===== config.mk =====
export PLATFORM = sky130hd
export DESIGN_NAME = fifo_wr_arbiter
export DESIGN_NICKNAME = d
export VERILOG_FILES = /design/src/rtl/fifo_arb_pkg.sv /design/src/rtl/fifo_wr_arbiter_rr_pick.sv /design/src/rtl/fifo_wr_arbiter.sv
export SDC_FILE = /design/constraint.sdc
export NUM_CORES = 1
export LEC_CHECK = 0
export CAP_MARGIN = 20
export CORE_ASPECT_RATIO = 1.4
export CORE_MARGIN = 1
export CORE_UTILIZATION = 33
export CTS_CLUSTER_SIZE = 8
export DETAILED_ROUTE_END_ITERATION = 6
export PLACE_DENSITY = 0.76
export SYNTH_ARGS = -nofsm -noshare
export SYNTH_HDL_FRONTEND = slang
export SYNTH_SLANG_ARGS = --single-unit

===== constraint.sdc =====
create_clock -name clk -period 2.3 [get_ports clk]
set_clock_uncertainty 0.1 [all_clocks]
set_input_delay 0.345 -clock clk [delete_from_list [all_inputs] [get_ports clk]]
set_output_delay 0.345 -clock clk [all_outputs]
set_load 0.03 [all_outputs]

===== src/rtl/fifo_arb_pkg.sv =====
// Shared types and helpers for the fifo_sram write-port arbiter.
package fifo_arb_pkg;

  typedef enum logic {
    IDLE  = 1'b0,
    BURST = 1'b1
  } arb_state_e;

  localparam int unsigned MAX_REQ = 32;

  // One-hot decode of a requester index; callers cast down to their own width.
  function automatic logic [MAX_REQ-1:0] onehot(input int unsigned idx);
    logic [MAX_REQ-1:0] v;
    v = '0;
    for (int unsigned i = 0; i < MAX_REQ; i++) begin
      v[i] = (idx == i);
    end
    return v;
  endfunction

endpackage


===== src/rtl/fifo_wr_arbiter_rr_pick.sv =====
// Round-robin pick: first set request strictly above last_owner, wrapping to the lowest set request.
module rr_pick #(
  parameter  int unsigned N_REQ = 4,
  localparam int unsigned IDX_W = (N_REQ > 1) ? $clog2(N_REQ) : 1
) (
  input  logic [N_REQ-1:0] req,
  input  logic [IDX_W-1:0] last_owner,
  output logic             vld,
  output logic [IDX_W-1:0] idx
);

  logic [N_REQ-1:0] masked;
  logic             found;

  always_comb begin
    masked = '0;
    found  = 1'b0;
    idx    = '0;
    vld    = |req;

    for (int unsigned i = 0; i < N_REQ; i++) begin
      masked[i] = req[i] && (IDX_W'(i) > last_owner);
    end

    // Masked search first; unmasked search supplies the wrap-around.
    for (int unsigned i = 0; i < N_REQ; i++) begin
      if (!found && masked[i]) begin
        idx   = IDX_W'(i);
        found = 1'b1;
      end
    end
    for (int unsigned i = 0; i < N_REQ; i++) begin
      if (!found && req[i]) begin
        idx   = IDX_W'(i);
        found = 1'b1;
      end
    end
  end

endmodule


===== src/rtl/fifo_wr_arbiter.sv =====
// Round-robin burst arbiter sharing the fifo_sram write port among N_REQ producers.
module fifo_wr_arbiter
  import fifo_arb_pkg::*;
#(
  parameter int unsigned N_REQ     = 4,
  parameter int unsigned WIDTH     = 8,
  parameter int unsigned MAX_BURST = 4
) (
  input  logic                   clk,
  input  logic                   rst,
  input  logic [N_REQ-1:0]       req_vld,
  input  logic [N_REQ-1:0]       req_last,
  input  logic [N_REQ*WIDTH-1:0] req_data,
  output logic [N_REQ-1:0]       req_rdy,
  output logic [N_REQ-1:0]       gnt,
  output logic [WIDTH-1:0]       wr_data,
  output logic                   wr_en,
  input  logic                   wr_full
);

  localparam int unsigned IDX_W = (N_REQ > 1) ? $clog2(N_REQ) : 1;
  localparam int unsigned CNT_W = (MAX_BURST > 1) ? $clog2(MAX_BURST) : 1;

  localparam logic [CNT_W-1:0] LAST_BEAT = CNT_W'(MAX_BURST - 1);
  localparam logic [IDX_W-1:0] LAST_IDX  = IDX_W'(N_REQ - 1);

  arb_state_e       state_q,      state_d;
  logic [IDX_W-1:0] owner_q,      owner_d;
  logic [IDX_W-1:0] last_owner_q, last_owner_d;
  logic [CNT_W-1:0] beat_cnt_q,   beat_cnt_d;

  logic             pick_vld;
  logic [IDX_W-1:0] pick_idx;

  logic             own_vld;
  logic             own_last;
  logic [WIDTH-1:0] own_data;
  logic             xfer;

  rr_pick #(
    .N_REQ (N_REQ)
  ) u_rr_pick (
    .req        (req_vld),
    .last_owner (last_owner_q),
    .vld        (pick_vld),
    .idx        (pick_idx)
  );

  always_ff @(posedge clk) begin
    if (rst) begin
      state_q      <= IDLE;
      owner_q      <= '0;
      last_owner_q <= LAST_IDX;
      beat_cnt_q   <= '0;
    end else begin
      state_q      <= state_d;
      owner_q      <= owner_d;
      last_owner_q <= last_owner_d;
      beat_cnt_q   <= beat_cnt_d;
    end
  end

  // Current owner's request lanes.
  always_comb begin
    own_vld  = 1'b0;
    own_last = 1'b0;
    own_data = '0;
    for (int unsigned i = 0; i < N_REQ; i++) begin
      if (owner_q == IDX_W'(i)) begin
        own_vld  = req_vld[i];
        own_last = req_last[i];
        own_data = req_data[i*WIDTH +: WIDTH];
      end
    end
  end

  always_comb begin
    state_d      = state_q;
    owner_d      = owner_q;
    last_owner_d = last_owner_q;
    beat_cnt_d   = beat_cnt_q;
    gnt          = '0;
    req_rdy      = '0;
    wr_en        = 1'b0;
    wr_data      = '0;
    xfer         = 1'b0;

    case (state_q)
      IDLE: begin
        if (pick_vld) begin
          state_d    = BURST;
          owner_d    = pick_idx;
          beat_cnt_d = '0;
        end
      end

      BURST: begin
        gnt     = N_REQ'(onehot(32'(owner_q)));
        req_rdy = wr_full ? '0 : gnt;
        xfer    = own_vld && !wr_full;
        wr_en   = xfer;
        if (xfer) begin
          wr_data = own_data;
        end

        // Withdrawal, last beat or burst cap all hand priority onward.
        if (!own_vld) begin
          state_d      = IDLE;
          last_owner_d = owner_q;
        end else if (xfer) begin
          if (own_last || (beat_cnt_q == LAST_BEAT)) begin
            state_d      = IDLE;
            last_owner_d = owner_q;
            beat_cnt_d   = '0;
          end else begin
            beat_cnt_d = beat_cnt_q + 1'b1;
          end
        end
      end

      default: state_d = IDLE;
    endcase
  end

endmodule


==> flow_summary.ini <==
[finish]
final_nets = 211
layout_common_cells = clkdlybuf4s50_1, buf_4, nor2_1, mux4_2, and3_1
final_core_util_pct = 70.5
stdcell_count = 188
finish.instance_area_mm2 = 0.00155
area_delta_synth_final_pct = 98.7
layout-drive-gt1-share_pct = 31.3
n_fill_cell = 179
layout_commonest_cell = clkdlybuf4s50_1
antenna_cells = 0

[logic_synthesis]
synth_compound_area_share_pct = 13.3
synth_nets = 132
synth-xor-area-share_pct = 0
ys_seq_elements = 7
synthAdderAreaFrac_pct = 1.60
synth_area_per_cell_um2 = 8.87
synth.distinct_cells = 30
yosysSeqAreaShare_pct = 17.9
synth_edf_count = 0
ys_warn_count = 0
synth-simple-area-share_pct = 30.1
synthCells = 88
synth_ff_type = dfxtp_1
netlist_area_um2 = 781
synth_top_family_by_area = multiplexers
synthMuxAreaShare_pct = 31.1
async_reset_ff_share_pct = 0

[power_and_ir_drop]
p_clk_share_pct = 15.8
ir_worst_vdd_mv = 0.321
p_per_area_mw_per_mm2 = 464
total_power_w = 0.000719
power_frac_comb_pct = 61.7
p_int_w = 0.000460
power_frac_seq_pct = 22.5
p_leak_nw = 0.699
power_switching_share_pct = 36.0
power_switching_w = 0.000259

[cts]
cts_buffers = 3
clk_pin_slew_ps = 50
cts-root-buf = clkbuf_4
clk_path_buf_depth = 2
cts_tree = built
clk_latency_ps = 250
htree_levels = 1
clock_sinks = 7

[sta]
worstMarginPinSlew_ps = 376
min_period_over_period_pct = 98.5
finalSetupViolations = 0
min_period_ps = 2270
final_hold_viol_count = 0
setup_slack_ps = 34.1
timing_max_transition_violations_final = 0
max_freq_ghz = 0.441
max-slew-margin-rel_pct = 74.3
rsz0062_at_grt = false

[floorplan]
ios = 60
start_util_pct = 35.5
core_area_mm2 = 0.00220
die_y_um = 59.6
rows = 20
dieArea_mm2 = 0.00257
die_w_um = 43.1

[global_route]
grt_util_all_layers_pct = 24.7
grt.overflow.total = 0
grt_pass1_wl_um = 4750
grt_max_degree = 12
grt_pass1_vias = 1032
antenna_found_initial = 0

[critical_path]
path_max_fanout = 3
cp.arrival_ps = 1820
start_kind = primary input
critPathRequiredTime_ps = 1860
crit_type = in2out
critPathCaptureType = output port

[drt]
met2_wirelength_um = 1460
dr_wl_met3_um = 293
met1_length_um = 1220
top_layer = met4
via_count = 1043
antenna_left = 0
routed_wirelength_um = 3020
wl_per_cell_um = 16.1
drcViolationCount = 0
vias_per_cell = 5.55
first_pass_iters = 4
drtIter0Drc = 31

[placement]
dpl_cell_area_mm2 = 0.00150
dpl_worst_slack_ps = -298
dpl.cell_count = 179
place_congestion = 0.800
io_buffers = 59
dp.final_hpwl_um = 2320

[outcome]
outcome = finished clean

[flow_run]
drv_cap = 0

[worst_hold_path]
hold_class = reg2reg
metrics by stage:
stage | hold WS [ps] | setup TNS, ps
2_1_floorplan | 364 | 0
5_1_grt | 429 | 0
6_report | 405 | 0
3_5_place_dp | 391 | -2290
3_3_place_gp | 374 | -2200
4_1_cts | 401 | 0
critical path: stages:
cell	delay [ps]
clkdlybuf4s50_1	470
mux4_2	520
buf_4	170
and3_1	150
buf_4	170
repair_timing:
action	CTS	global route
buffers inserted	1	3
gates resized for setup	25	16
gates cloned	1	0
hold buffers	0	0
setup endpoints to repair	10	10
final cells by class:
type                       count  area (um2)  share of cell area [%]
sequential                     7         145                    9.35
clock buffer                   4        26.3                    1.69
tap                           22        27.5                    1.77
inverter                       4        15.0                   0.968
timing repair buffer          80         718                    46.3
multi-input combinational     71         619                    39.9
cell families (layout without fill, tap and decap cells):
| group | after synthesis | count (layout) |
|---|---|---|
| fa+ha+maj | 1 | 1 |
| mux | 13 | 14 |
| buf+inv | 11 | 88 |
| compound gates | 14 | 14 |
| flops | 7 | 7 |
| simple gates | 42 | 42 |
worst paths after layout:
kind	endpoint	from	cells after the start	slack, ps
max	wr_data[4]	req_vld[0]	5	30
min	beat_cnt_q[1]$_SDFFE_PP0P_	beat_cnt_q[1]$_SDFFE_PP0P_	2	410
max reg2reg	last_owner_q[1]$_SDFFE_PP1P_	owner_q[0]$_SDFFE_PP0P_	5	540
min reg2reg	beat_cnt_q[1]$_SDFFE_PP0P_	beat_cnt_q[1]$_SDFFE_PP0P_	2	410
cells in the mapped netlist, types with 2 or more instances:
master,count,area share (%)
nor2_1,11,5.3
and3_1,10,8.0
mux4_2,9,26
dfxtp_1,7,18
nor2b_1,5,4.0
buf_2,4,2.6
inv_1,4,1.9
mux2i_1,4,5.1
nand2_1,4,1.9
a21oi_1,3,1.9
nor3_1,3,1.9
a311oi_1,2,2.2
clkbuf_1,2,0.96
nand3b_1,2,1.9
nor3b_1,2,1.9
o21ai_0,2,1.3
per-layer routing:
| layer | vias to the layer above | track usage, % |
|---|---|---|
| li1 | 497 | - |
| met1 | 477 | 30.2 |
| met2 | 60 | 40.9 |
| met3 | 9 | 5.79 |
| met4 | 0 | 10.8 |
| met5 | - | 0 |
state kept, by name (all words and copies together), names as in the netlist:
register / count
beat_cnt_q: 2
state_q: 1
owner_q: 2
last_owner_q: 2
power groups by stage:
stage | Sequential [W] | Combinational [W] | Clock, W
floorplan | 0.000151 | 0.000231 | 0
global placement | 0.000161 | 0.000410 | 0
detailed placement | 0.000162 | 0.000420 | 0
CTS | 0.000163 | 0.000431 | 0.000114
global route | 0.000164 | 0.000475 | 0.000121
finish | 0.000162 | 0.000444 | 0.000114
No activity file was read; power rests on OpenSTA's default activity.
